**src/rtl/aes_axil_master.sv**
```systemverilog
// aes_axil_master: AXI4-Lite initiator that loads plaintext and key into the
// memory-mapped AES peripheral, waits a settle interval, then reads back the
// ciphertext. Every transaction is single-beat, with at most one outstanding.
// Optional watchdog: define AES_AXIL_TIMEOUT_EN to abort a stalled handshake.
//
// state    | meaning
// ---------+-------------------------------------------------------------
// S_IDLE   | waiting for start; snapshot key/pt on start
// S_WR     | AW and W offered for word r_idx (0-3 pt, 4-7 key)
// S_WB     | waiting for the write response of word r_idx
// S_SETTLE | SETTLE_CYCLES idle cycles before the first read address
// S_RA     | AR offered for ciphertext word r_idx
// S_RD     | waiting for read data of word r_idx
// S_DONE   | ct_out and resp_err valid, done pulse

module aes_axil_master #(
  parameter int ADDR_WIDTH    = 6,
  parameter int DATA_WIDTH    = 32,  // only 32 is supported
  parameter int BASE_ADDR     = 0,
  parameter int SETTLE_CYCLES = 2
) (
  input  logic                    ACLK,
  input  logic                    ARESETN,
  input  logic                    start,
  input  logic [127:0]            key_in,
  input  logic [127:0]            pt_in,
  output logic                    busy,
  output logic                    done,
  output logic [127:0]            ct_out,
  output logic                    resp_err,
  output logic [ADDR_WIDTH-1:0]   M_AXI_AWADDR,
  output logic                    M_AXI_AWVALID,
  input  logic                    M_AXI_AWREADY,
  output logic [DATA_WIDTH-1:0]   M_AXI_WDATA,
  output logic [DATA_WIDTH/8-1:0] M_AXI_WSTRB,
  output logic                    M_AXI_WVALID,
  input  logic                    M_AXI_WREADY,
  input  logic [1:0]              M_AXI_BRESP,
  input  logic                    M_AXI_BVALID,
  output logic                    M_AXI_BREADY,
  output logic [ADDR_WIDTH-1:0]   M_AXI_ARADDR,
  output logic                    M_AXI_ARVALID,
  input  logic                    M_AXI_ARREADY,
  input  logic [DATA_WIDTH-1:0]   M_AXI_RDATA,
  input  logic [1:0]              M_AXI_RRESP,
  input  logic                    M_AXI_RVALID,
  output logic                    M_AXI_RREADY
);

  typedef enum logic [2:0] {
    S_IDLE, S_WR, S_WB, S_SETTLE, S_RA, S_RD, S_DONE
  } state_t;

  localparam logic [15:0] SETTLE_LOAD = 16'((SETTLE_CYCLES > 0) ? SETTLE_CYCLES - 1 : 0);

  state_t         r_state, w_state_nxt;
  logic [1:0]     r_rst_sync;
  logic           w_rst_n;
  logic [127:0]   r_key, r_pt, r_ct_cap, r_ct_out, w_ct_merge;
  logic [2:0]     r_idx;
  logic [15:0]    r_settle_cnt;
  logic           r_err;
  logic           r_awvalid, r_wvalid, r_arvalid;
  logic           r_aw_done, r_w_done, r_b_done, r_r_done;
  logic           w_aw_hs, w_w_hs, w_b_hs, w_ar_hs, w_r_hs;
  logic           w_aw_ok, w_w_ok, w_b_ok, w_r_ok;
  logic           w_enter, w_timeout, w_tmo_fire;
  logic [31:0]    w_wdata;

  // reset synchronizer: assertion is immediate, release follows two ACLK edges
  always_ff @(posedge ACLK or negedge ARESETN) begin
    if (!ARESETN) r_rst_sync <= 2'b00;
    else          r_rst_sync <= {r_rst_sync[0], 1'b1};
  end
  assign w_rst_n = r_rst_sync[1];

  assign w_aw_hs = r_awvalid & M_AXI_AWREADY;
  assign w_w_hs  = r_wvalid & M_AXI_WREADY;
  assign w_b_hs  = M_AXI_BVALID & M_AXI_BREADY;
  assign w_ar_hs = r_arvalid & M_AXI_ARREADY;
  assign w_r_hs  = M_AXI_RVALID & M_AXI_RREADY;
  assign w_aw_ok = r_aw_done | w_aw_hs;
  assign w_w_ok  = r_w_done | w_w_hs;
  assign w_b_ok  = r_b_done | w_b_hs;
  assign w_r_ok  = r_r_done | w_r_hs;

`ifdef AES_AXIL_TIMEOUT_EN
  logic [15:0] r_wdog;
  logic        w_wdog_state;
  assign w_wdog_state = (r_state == S_WR) || (r_state == S_WB) ||
                        (r_state == S_RA) || (r_state == S_RD);
  assign w_timeout    = w_wdog_state && (r_wdog == 16'hFFFF);

  // watchdog: restarts on every state change, counts while a handshake is awaited
  always_ff @(posedge ACLK or negedge w_rst_n) begin
    if (!w_rst_n)                                 r_wdog <= '0;
    else if (w_enter)                             r_wdog <= '0;
    else if (w_wdog_state && r_wdog != 16'hFFFF)  r_wdog <= r_wdog + 16'd1;
  end
`else
  assign w_timeout = 1'b0;
`endif

  // FSM state register
  always_ff @(posedge ACLK or negedge w_rst_n) begin
    if (!w_rst_n) r_state <= S_IDLE;
    else          r_state <= w_state_nxt;
  end

  // FSM next-state; a handshake completing on the watchdog's last cycle wins
  always_comb begin
    w_state_nxt = r_state;
    w_tmo_fire  = 1'b0;
    case (r_state)
      S_IDLE:   if (start) w_state_nxt = S_WR;
      S_WR:     if (w_aw_ok && w_w_ok) w_state_nxt = S_WB;
      S_WB:     if (w_b_ok) begin
                  if (r_idx == 3'd7) w_state_nxt = (SETTLE_CYCLES == 0) ? S_RA : S_SETTLE;
                  else               w_state_nxt = S_WR;
                end
      S_SETTLE: if (r_settle_cnt == 16'd0) w_state_nxt = S_RA;
      S_RA:     if (w_ar_hs) w_state_nxt = S_RD;
      S_RD:     if (w_r_ok) w_state_nxt = (r_idx == 3'd3) ? S_DONE : S_RA;
      S_DONE:   w_state_nxt = S_IDLE;
      default:  w_state_nxt = S_IDLE;
    endcase
    if (w_timeout && (w_state_nxt == r_state)) begin
      w_tmo_fire  = 1'b1;
      w_state_nxt = S_DONE;
    end
  end

  assign w_enter = (w_state_nxt != r_state);

  // FSM outputs; READYs follow state only, so a timeout drops them in S_DONE
  always_comb begin
    busy         = 1'b0;
    done         = 1'b0;
    M_AXI_BREADY = 1'b0;
    M_AXI_RREADY = 1'b0;
    case (r_state)
      S_WR, S_WB: begin
        busy         = 1'b1;
        M_AXI_BREADY = ~r_b_done;
      end
      S_SETTLE:   busy = 1'b1;
      S_RA, S_RD: begin
        busy         = 1'b1;
        M_AXI_RREADY = ~r_r_done;
      end
      S_DONE:     done = 1'b1;
      default:    busy = 1'b0;
    endcase
  end

  // write data word: plaintext words first, then key words, MSW first
  always_comb begin
    w_wdata = '0;
    case (r_idx)
      3'd0: w_wdata = r_pt[127:96];
      3'd1: w_wdata = r_pt[95:64];
      3'd2: w_wdata = r_pt[63:32];
      3'd3: w_wdata = r_pt[31:0];
      3'd4: w_wdata = r_key[127:96];
      3'd5: w_wdata = r_key[95:64];
      3'd6: w_wdata = r_key[63:32];
      3'd7: w_wdata = r_key[31:0];
      default: w_wdata = '0;
    endcase
  end

  // capture register with the word arriving this cycle merged in
  always_comb begin
    w_ct_merge = r_ct_cap;
    if (w_r_hs) begin
      case (r_idx[1:0])
        2'd0: w_ct_merge[127:96] = M_AXI_RDATA;
        2'd1: w_ct_merge[95:64]  = M_AXI_RDATA;
        2'd2: w_ct_merge[63:32]  = M_AXI_RDATA;
        2'd3: w_ct_merge[31:0]   = M_AXI_RDATA;
        default: w_ct_merge = r_ct_cap;
      endcase
    end
  end

  // datapath: snapshot, channel valids, sticky error, word index, result
  always_ff @(posedge ACLK or negedge w_rst_n) begin
    if (!w_rst_n) begin
      r_key        <= '0;
      r_pt         <= '0;
      r_ct_cap     <= '0;
      r_ct_out     <= '0;
      r_idx        <= '0;
      r_settle_cnt <= '0;
      r_err        <= 1'b0;
      r_awvalid    <= 1'b0;
      r_wvalid     <= 1'b0;
      r_arvalid    <= 1'b0;
      r_aw_done    <= 1'b0;
      r_w_done     <= 1'b0;
      r_b_done     <= 1'b0;
      r_r_done     <= 1'b0;
    end else begin
      if (r_state == S_IDLE && start) begin
        r_key <= key_in;
        r_pt  <= pt_in;
        r_idx <= '0;
        r_err <= 1'b0;
      end
      if (w_aw_hs) begin
        r_awvalid <= 1'b0;
        r_aw_done <= 1'b1;
      end
      if (w_w_hs) begin
        r_wvalid <= 1'b0;
        r_w_done <= 1'b1;
      end
      if (w_b_hs) begin
        r_b_done <= 1'b1;
        if (M_AXI_BRESP != 2'b00) r_err <= 1'b1;
      end
      if (w_ar_hs) r_arvalid <= 1'b0;
      if (w_r_hs) begin
        r_r_done <= 1'b1;
        r_ct_cap <= w_ct_merge;
        if (M_AXI_RRESP != 2'b00) r_err <= 1'b1;
      end
      if (r_state == S_WB && w_b_ok)
        r_idx <= (r_idx == 3'd7) ? 3'd0 : r_idx + 3'd1;
      if (r_state == S_RD && w_r_ok) begin
        if (r_idx == 3'd3) r_ct_out <= w_ct_merge;
        else               r_idx    <= r_idx + 3'd1;
      end
      if (r_state == S_SETTLE && r_settle_cnt != 16'd0)
        r_settle_cnt <= r_settle_cnt - 16'd1;
      if (w_enter) begin
        case (w_state_nxt)
          S_WR: begin
            r_awvalid <= 1'b1;
            r_wvalid  <= 1'b1;
            r_aw_done <= 1'b0;
            r_w_done  <= 1'b0;
            r_b_done  <= 1'b0;
          end
          S_SETTLE: r_settle_cnt <= SETTLE_LOAD;
          S_RA: begin
            r_arvalid <= 1'b1;
            r_r_done  <= 1'b0;
          end
          default: ;
        endcase
      end
      if (w_tmo_fire) begin
        r_awvalid <= 1'b0;
        r_wvalid  <= 1'b0;
        r_arvalid <= 1'b0;
        r_err     <= 1'b1;
      end
    end
  end

  assign M_AXI_AWVALID = r_awvalid;
  assign M_AXI_WVALID  = r_wvalid;
  assign M_AXI_ARVALID = r_arvalid;
  assign M_AXI_AWADDR  = ADDR_WIDTH'(BASE_ADDR) + ADDR_WIDTH'({r_idx, 2'b00});
  assign M_AXI_ARADDR  = ADDR_WIDTH'(BASE_ADDR) + ADDR_WIDTH'(32) + ADDR_WIDTH'({r_idx[1:0], 2'b00});
  assign M_AXI_WDATA   = w_wdata;
  assign M_AXI_WSTRB   = '1;
  assign ct_out        = r_ct_out;
  assign resp_err      = r_err;

endmodule

```
**config.mk**
```make
export PLATFORM = sky130hd
export DESIGN_NAME = aes_axil_master
export DESIGN_NICKNAME = d
export VERILOG_FILES = /design/src/rtl/aes_axil_master.sv
export SDC_FILE = /design/constraint.sdc
export NUM_CORES = 1
export LEC_CHECK = 0
export CORE_MARGIN = 2
export CORE_UTILIZATION = 46
export CTS_CLUSTER_SIZE = 8
export DETAILED_ROUTE_END_ITERATION = 10
export PLACE_DENSITY = 0.81
export SYNTH_ARGS = -nofsm -noshare
export SYNTH_HDL_FRONTEND = slang
export SYNTH_SLANG_ARGS = --single-unit
```
**constraint.sdc**
```tcl
create_clock -name ACLK -period 17.1 [get_ports ACLK]
set_input_delay 2.565 -clock ACLK [delete_from_list [all_inputs] [get_ports ACLK]]
set_output_delay 2.565 -clock ACLK [all_outputs]
set_load 0.01 [all_outputs]
```
---- After elaboration in Yosys (flattened, before gate mapping) ----
Cells that the tools add are included.
cells by class
  add/sub/neg operators ................... 3
  multiply operators ...................... 0
  div/mod/pow operators ................... 0
  magnitude comparators ................... 0
  eq/ne operators ......................... 20
  shift-type cells ........................ 0
  muxes and demuxes ....................... 53
  bitwise operators ....................... 11
  reductions and logical operators ........ 16
operator list
  operator                                                                number
  32-bit case mux with 8 select lines                                     1
  128-bit 2-to-1 mux                                                      1
  32-bit 2-to-1 mux                                                       4
  16-bit 2-to-1 mux                                                       3
  3-bit 2-to-1 mux                                                        11
  1-bit 2-to-1 mux                                                        30
  3-bit equality test (second input constant)                             8
  3-bit case mux with 6 select lines                                      1
  16-bit logical NOT                                                      1
  16-bit nonzero test                                                     1
  16-bit by 1-bit subtractor with 16-bit output (second input constant)   1
  3-bit by 2-bit equality test with 1-bit output (second input constant)  5
  3-bit by 1-bit equality test with 1-bit output (second input constant)  3
  6-bit by 4-bit adder with 6-bit output (first input constant)           1
  3-bit logical NOT                                                       2
  1-bit bitwise AND                                                       5
  1-bit logical AND                                                       5
  5-bit OR reduction                                                      1
  2-bit equality test (second input constant)                             2
  2-bit 2-to-1 mux                                                        2
  1-bit OR                                                                4
  2-bit nonzero test                                                      2
  2-bit OR reduction                                                      2
  3-bit by 1-bit adder with 3-bit output (second input constant)          1
  5 further kinds                                                         6
storage, ports and cells
  bits in registers ....................... 544
  latch bits .............................. 0
  memory bits (writable) .................. 0
  ROM bits ................................ 0
  input bits .............................. 300
  output and inout port bits .............. 184
  memories kept ........................... 0

---- Depth between registers and ports, before layout ----
Gate-level depths: netlist (run 1).
  word-level depth ........................ 10
  depth in mapped cells ................... 12

---- Worst setup path before layout (run 1) ----
OpenSTA, ideal clock, no wires.
  kind .................................... register -> output
  start point ............................. register r_idx[2]
  end point ............................... output M_AXI_WDATA[10]
  arrival time ............................ 2,632 ps
  setup slack ............................. 11,903 ps
  stages on the path, launching flop included .. 12
  buffers on the path ..................... 6
  cell sequence ........................... dfrtp_1 > clkbuf_1 > buf_1 > clkbuf_1 > inv_1 > ha_1 > clkbuf_1 > nor4_1 > nand2b_1 > clkbuf_1 > clkbuf_1 > a41oi_1
on the way
  cells in the longest elaborated chain, start to end .. 2
  elaborated cells between the ends (all ways) .. 9
  those cells by class .................... eq/ne: 7; mux: 1; reduce/logical: 1
ends and longest elaborated chain
  what                                         line  RTL
  from (decl)                                  60    logic [2:0] r_idx;
  from (signal assigned)                       229   r_idx <= (r_idx == 3'd7) ? 3'd0 : r_idx + 3'd1;
  from (signal assigned)                       232   else r_idx <= r_idx + 3'd1;
  3-bit equality test (tied with other cells)  159   case (r_idx)
  32-bit case mux with 8 select lines (*)      159
  to (decl)                                    34    output logic [DATA_WIDTH-1:0] M_AXI_WDATA,
Mark *: on every way between the ends. The rest lies on a longest branch, timed or not.

---- Final worst setup path (run 1) ----
  start point ............................. register r_idx[2]
  end point ............................... output M_AXI_WDATA[13]
Same word-level chain as after synthesis.

==> impl_metrics.py, run 1 <==
metrics = {
    "placed_design": {
        "place_hpwl_um": 49280,
        "place_inst": 3063,
        "gp_congestion": 0.9465,
        "pre_cts_ws_ps": 10880,
        "port_buffers": 472,
    },
    "grt": {
        "grt_pass1_vias": 18468,
        "grt_overflow_total": 0,
        "antenna_found_initial": 8,
        "grt_max_degree": 188,
        "grt_pass1_wl_um": 108300,
        "track_usage": 0.2851,
    },
    "critical_path": {
        "worst-setup-path-type": "reg2out",
        "r2r-end": "ct_out[62]$_DFFE_PN0P_",
        "cp-end-kind": "output port",
        "cp_cell_sequence": "buf_4 > and2_1 > buf_4 > nand2b_2 > buf_4 > nor2_1 > a41oi_1 > clkdlybuf4s50_1",
        "critPathMostFrequentCell": "buf_4",
        "slowest_delay_ps": 670,
        "cp_slowest_cell": "dfrtp_2",
        "arrival_ps": 4280,
        "path_max_fanout": 52,
        "r2r_cells": 5,
        "r2r-start": "r_idx[1]$_DFF_PN0_",
        "rrSetupSlack_ps": 13140,
        "required_ps": 14530,
        "start_kind": "register",
    },
    "cells_and_area": {
        "final_util": 0.6149,
        "final_common_cell": "nand2_1",
        "layout.area.seq_um2": 13620,
        "final_nets": 2828,
        "fill_cells": 3757,
        "area.growth.synth_to_final_pct": 32.51,
        "final_cell_mix": "nand2_1, dfrtp_1, clkdlybuf4s50_1, mux2_2, clkbuf_16",
        "multi_input_area_um2": 8403,
        "drive_above_1_share": 0.1580,
        "layout.cells.non_filler": 3157,
    },
    "flow_run": {
        "cap_violations": 0,
    },
    "logic_synthesis": {
        "ys_seq_area_frac": 0.6030,
        "synth_area_per_cell_um2": 10.87,
        "ys_types": 65,
        "ys.flop_type": "dfrtp_1",
        "ys_async_sr_fraction": 1.000,
        "synth_seq_cells": 544,
        "ys.warnings.count": 0,
        "synthCells": 2077,
        "synth_edf_count": 0,
        "syn_area_um2": 22580,
    },
    "drt": {
        "viasPerCell": 5.548,
        "drt_pass1_iterations": 9,
        "antenna_left": 0,
        "wirelength_um": 72630,
        "drt_iter0_drc": 1426,
        "wl_met2_um": 35070,
        "highest_layer": "met5",
        "wl_per_cell_um": 23.00,
        "met3_length_um": 6774,
        "drt-met1-wl_um": 27680,
        "num_vias": 17516,
        "drc": 0,
    },
    "outcome": {
        "outcome": "finished clean",
    },
    "clock_tree": {
        "cts_tree": "built",
        "clkSinkCount": 544,
        "insertion_delay_ps": 630,
        "numCtsBuffers": 78,
        "cts_max_level": 3,
        "clock_path_buffers": 3,
        "hold_buffers": 0,
        "cts_root_buffer": "clkbuf_16",
        "postCtsSetupBuffers": 0,
        "clk_pin_slew_ps": 60,
        "cts_resized": 0,
    },
    "min_path": {
        "hold_path_end": "r_rst_sync[1]$_DFF_PN0_",
        "min_from": "r_rst_sync[0]$_DFF_PN0_",
        "hp-class": "reg2reg",
        "hold_depth": 0,
    },
    "floorplanning": {
        "start_util": 0.4641,
        "row_count": 81,
        "die_h_um": 225.5,
        "dieWidth_um": 225.5,
        "die-area_um2": 50870,
        "core_area_um2": 48650,
        "pin_count": 484,
    },
    "sta": {
        "finalCriticalPeriod_ps": 6844,
        "maxSlewViolCount": 0,
        "setup_viol": 0,
        "fin_crit_sh": 0.4002,
        "rsz0062_at_grt": "false",
        "tightest_slew_ps": 1250,
        "worst_clock_skew_ps": 26.14,
        "slew_headroom": 0.1626,
        "setup_tns_ps": 0,
        "fmax_mhz": 146.1,
        "holdWs_ps": 359.9,
        "finalHoldViolations": 0,
        "layout_setup_ws_ps": 10260,
    },
    "power_and_ir_drop": {
        "p_leak_nw": 14.76,
        "power-per-cell-area_nw_per_um2": 93.68,
        "ir_drop_uv": 86.58,
    },
}
[synthesized netlist by cell type (all sizes together), types with 6 or more instances]
cell / number / share of area
nand2: 835 / 0.14
dfrtp: 544 / 0.60
mux2: 287 / 0.14
clkbuf: 94 / 0.016
buf: 45 / 0.010
nor2: 39 / 0.0065
a222oi: 32 / 0.014
a41oi: 32 / 0.012
a22oi: 27 / 0.0090
a22o: 19 / 0.0074
inv: 11 / 0.0018
nor3: 8 / 0.0018
a21oi: 7 / 0.0016
ha: 7 / 0.0039
o21ai: 6 / 0.0013
o31ai: 6 / 0.0020
or3: 6 / 0.0017
or4: 6 / 0.0022
[worst max path at each step]
stage / cells after the start / startpoint / end
2_1_floorplan: 0 / r_rst_sync[1]$_DFF_PN0_ / M_AXI_ARVALID$_DFF_PN0_
3_3_place_gp: 8 / r_idx[2]$_DFF_PN0_ / M_AXI_WDATA[13]
3_5_place_dp: 8 / r_idx[2]$_DFF_PN0_ / M_AXI_WDATA[13]
4_1_cts: 8 / r_idx[2]$_DFF_PN0_ / M_AXI_WDATA[13]
5_1_grt: 8 / r_idx[2]$_DFF_PN0_ / M_AXI_WDATA[13]
6_report: 8 / r_idx[2]$_DFF_PN0_ / M_AXI_WDATA[13]
[final cells by class]
cell class,instances,share of cell area
diodes,3,0.0002510
clock buffers,84,0.06705
clock inverters,7,0.005521
inverters,11,0.001380
multi-input cells,1393,0.2809
flip-flops and latches,544,0.4552
well taps,622,0.02602
repair buffers,493,0.1636
[registers in the layout (all words and copies together), names as in the netlist, 2 cells and up]
name	flops
r_pt	128
ct_out	128
r_key	128
r_idx	3
r_settle_cnt	16
r_state	3
r_rst_sync	2
r_ct_cap	128
[critical path: cells and delay by family (launching register included)]
family,cells,cell delay [ps]
buffers and inverters,4,1990
DFF,1,670
and+or+nand+nor,3,650
AOI/OAI and AO/OA,1,330
[per-layer routing]
layer | track usage | vias up
li1 | - | 7799
met3 | 0.09231 | 164
met5 | 0 | -
met2 | 0.4712 | 783
met4 | 0.1282 | 10
met1 | 0.3404 | 8760
[stage by stage]
step | power (W) | instance area (um2)
detailed placement | 0.001419 | 27740
finish | 0.002802 | 29910
CTS | 0.002823 | 29910
global route | 0.002882 | 29910
global placement | 0.001419 | 27740
floorplan | 0.001336 | 22610
[kinds of logic after synthesis]
| kind of cell | synth area share |
|---|---|
| other | 0.0003327 |
| muxes | 0.1436 |
| AOI/OAI and AO/OA | 0.05759 |
| xor gates and xnor gates | 0.0003880 |
| DFF | 0.6030 |
| and+or+nand+nor | 0.1633 |
| adders and majority gates | 0.003879 |
| buffers and inverters | 0.02788 |
[power by group]
group / internal (W) / total, W / switching (W)
registers: 0.00129 / 0.00129 / 0.00000371
logic: 0.0000621 / 0.000103 / 0.0000408
clock network: 0.000843 / 0.00140 / 0.000562
Power figures use the tool's default switching activity.
==> inputs of run 2 (changes only) <==
==> constraint.sdc (replaced) <==
create_clock -name ACLK -period 5.7 [get_ports ACLK]
set_input_delay 0.855 -clock ACLK [delete_from_list [all_inputs] [get_ports ACLK]]
set_output_delay 0.855 -clock ACLK [all_outputs]
set_load 0.01 [all_outputs]
==> run 2 against run 1 <==
First-iteration DRC count grew 12%. Design area grew 0.22%. Combinational power rose to 3.1 times the previous value. Register-to-register slack worse by 11000 ps. Clock power grew to 3.0 times the previous value. Die area is the same. Non-clock buffer count rose by 4. Global-route usage increased by 1.0 points. Via count grew 0.38%. Hold slack worse by 11 ps. Critical endpoint is now M_AXI_WDATA[12]. Sequential share of layout area down 0.10 points.
==> impl_metrics.py, run 2 (synthesis gave the netlist of run 1 again) <==
metrics = {
    "outcome": {
        "outcome": "finished clean",
    },
    "clock_tree": {
        "clkSinkCount": 544,
        "clk_pin_slew_ps": 50,
        "cts_root_buffer": "clkbuf_16",
        "insertion_delay_ps": 620,
        "numCtsBuffers": 78,
        "hold_buffers": 0,
        "cts_tree": "built",
        "cts_resized": 0,
        "postCtsSetupBuffers": 0,
        "clock_path_buffers": 3,
        "cts_max_level": 3,
    },
    "grt": {
        "track_usage": 0.2952,
        "grt_overflow_total": 0,
        "grt_pass1_vias": 18570,
        "antenna_found_initial": 19,
        "grt_max_degree": 193,
        "grt_pass1_wl_um": 111300,
    },
    "critical_path": {
        "cp-end-kind": "output port",
        "slowest_delay_ps": 660,
        "path_buf_inv": 3,
        "cp_slowest_cell": "clkdlybuf4s50_1",
        "start_kind": "register",
        "cp-startpoint": "r_idx[0]$_DFF_PN0_",
        "path_max_fanout": 36,
        "critical-path-top-delay-family": "buffers and inverters",
        "cp_cell_sequence": "inv_1 > ha_2 > nor4_1 > nand2b_2 > buf_12 > a41oi_1 > clkdlybuf4s50_1",
        "worst-setup-path-type": "reg2out",
        "r2r-start": "r_idx[0]$_DFF_PN0_",
        "required_ps": 4850,
        "arrival_ps": 3730,
    },
    "drt": {
        "drt_iter0_drc": 1593,
        "wl_per_cell_um": 23.81,
        "drt_pass1_iterations": 7,
        "drc": 0,
        "viasPerCell": 5.559,
        "antenna_left": 0,
        "num_vias": 17582,
        "wirelength_um": 75310,
    },
    "flow_run": {
        "cap_violations": 0,
    },
    "floorplanning": {
        "dieWidth_um": 225.5,
        "row_count": 81,
        "core_area_um2": 48650,
        "die_h_um": 225.5,
        "die-area_um2": 50870,
        "start_util": 0.4641,
        "pin_count": 484,
    },
    "cells_and_area": {
        "final_common_cell": "nand2_1",
        "layout.area.seq_um2": 13620,
        "final_cell_mix": "nand2_1, dfrtp_1, clkdlybuf4s50_1, mux2_2, clkbuf_16",
        "drive_above_1_share": 0.1593,
        "final_nets": 2832,
        "multi_input_area_um2": 8401,
        "fill_cells": 3820,
        "area.growth.synth_to_final_pct": 32.80,
    },
    "sta": {
        "setup_viol": 0,
        "maxSlewViolCount": 0,
        "tightest_slew_ps": 1151,
        "fin_crit_sh": 0.8036,
        "setup_tns_ps": 0,
        "rsz0062_at_grt": "false",
        "finalCriticalPeriod_ps": 4581,
        "finalHoldViolations": 0,
        "worst_clock_skew_ps": 17.84,
        "slew_headroom": 0.2327,
        "fmax_mhz": 218.3,
    },
    "power_and_ir_drop": {
        "p_leak_nw": 14.80,
        "power_w": 0.008355,
        "ir_drop_uv": 271.0,
        "power-per-cell-area_nw_per_um2": 278.7,
    },
    "placed_design": {
        "port_buffers": 472,
        "place_hpwl_um": 51710,
        "gp_congestion": 0.9107,
    },
    "min_path": {
        "min_from": "r_rst_sync[0]$_DFF_PN0_",
        "hp-class": "reg2reg",
    },
}
[run 2: cell types whose count changed in the layout (fill, tap and decap cells not counted)]
cell	previous run	this run
buf_12	1	8
buf_4	20	17
clkinv_16	3	1
clkinv_8	1	3
diode_2	3	5
bufinv_16	1	0
clkbuf_1	4	3
clkbuf_8	1	2
clkinv_2	0	1
ha_1	3	4
ha_2	4	3
inv_16	1	0
inv_6	1	2
[run 2: routing by layer]
| layer | track usage | up-vias | share of wire |
|---|---|---|---|
| met4 | 0.1457 | 28 | 0.052 |
| met5 | 0 | - | 0.0024 |
| li1 | - | 7829 | - |
| met3 | 0.1169 | 198 | 0.10 |
| met2 | 0.4778 | 795 | 0.47 |
| met1 | 0.3418 | 8732 | 0.37 |
[run 2: final cells by class]
| type | instances | share of cell area |
|---|---|---|
| sequential | 544 | 0.4542 |
| multi-input combinational | 1393 | 0.2802 |
| timing repair buffer | 497 | 0.1672 |
| clock buffer | 84 | 0.06723 |
| tap | 622 | 0.02596 |
| clock inverter | 7 | 0.003380 |
| inverter | 11 | 0.001377 |
| antenna | 5 | 0.0004173 |
[run 2: worst paths after layout]
check                                                  end  slack (ps)  depth (start not counted)
worst max-delay path                       M_AXI_WDATA[12]        1120                          7
worst min-delay path               r_rst_sync[1]$_DFF_PN0_         350                          0
worst max register to register  r_settle_cnt[11]$_DFF_PN0_        2280                          6
worst min register to register     r_rst_sync[1]$_DFF_PN0_         350                          0
max in group asynchronous             r_pt[94]$_DFFE_PN0P_        3840                          1
min in group asynchronous           ct_out[36]$_DFFE_PN0P_         360                          0
[run 2: power by group]
group	internal (W)	switching [W]	total [W]
sequential	0.00387	0.00000702	0.00388
clock	0.00248	0.00168	0.00416
combinational	0.000188	0.000131	0.000319
total	0.00654	0.00181	0.00835
[run 2: per-stage QoR]
step,setup WS (ps),instances,utilization,hold WS (ps),area (um2)
global route,921.3,3160,0.6161,358.0,29970
CTS,1056,3158,0.6160,350.7,29970
detailed placement,1724,3067,0.5725,346.5,27850
floorplan,409.9,2087,-,331.2,22620
finish,1119,3163,0.6163,349.3,29980
global placement,1832,3067,0.5725,337.2,27850
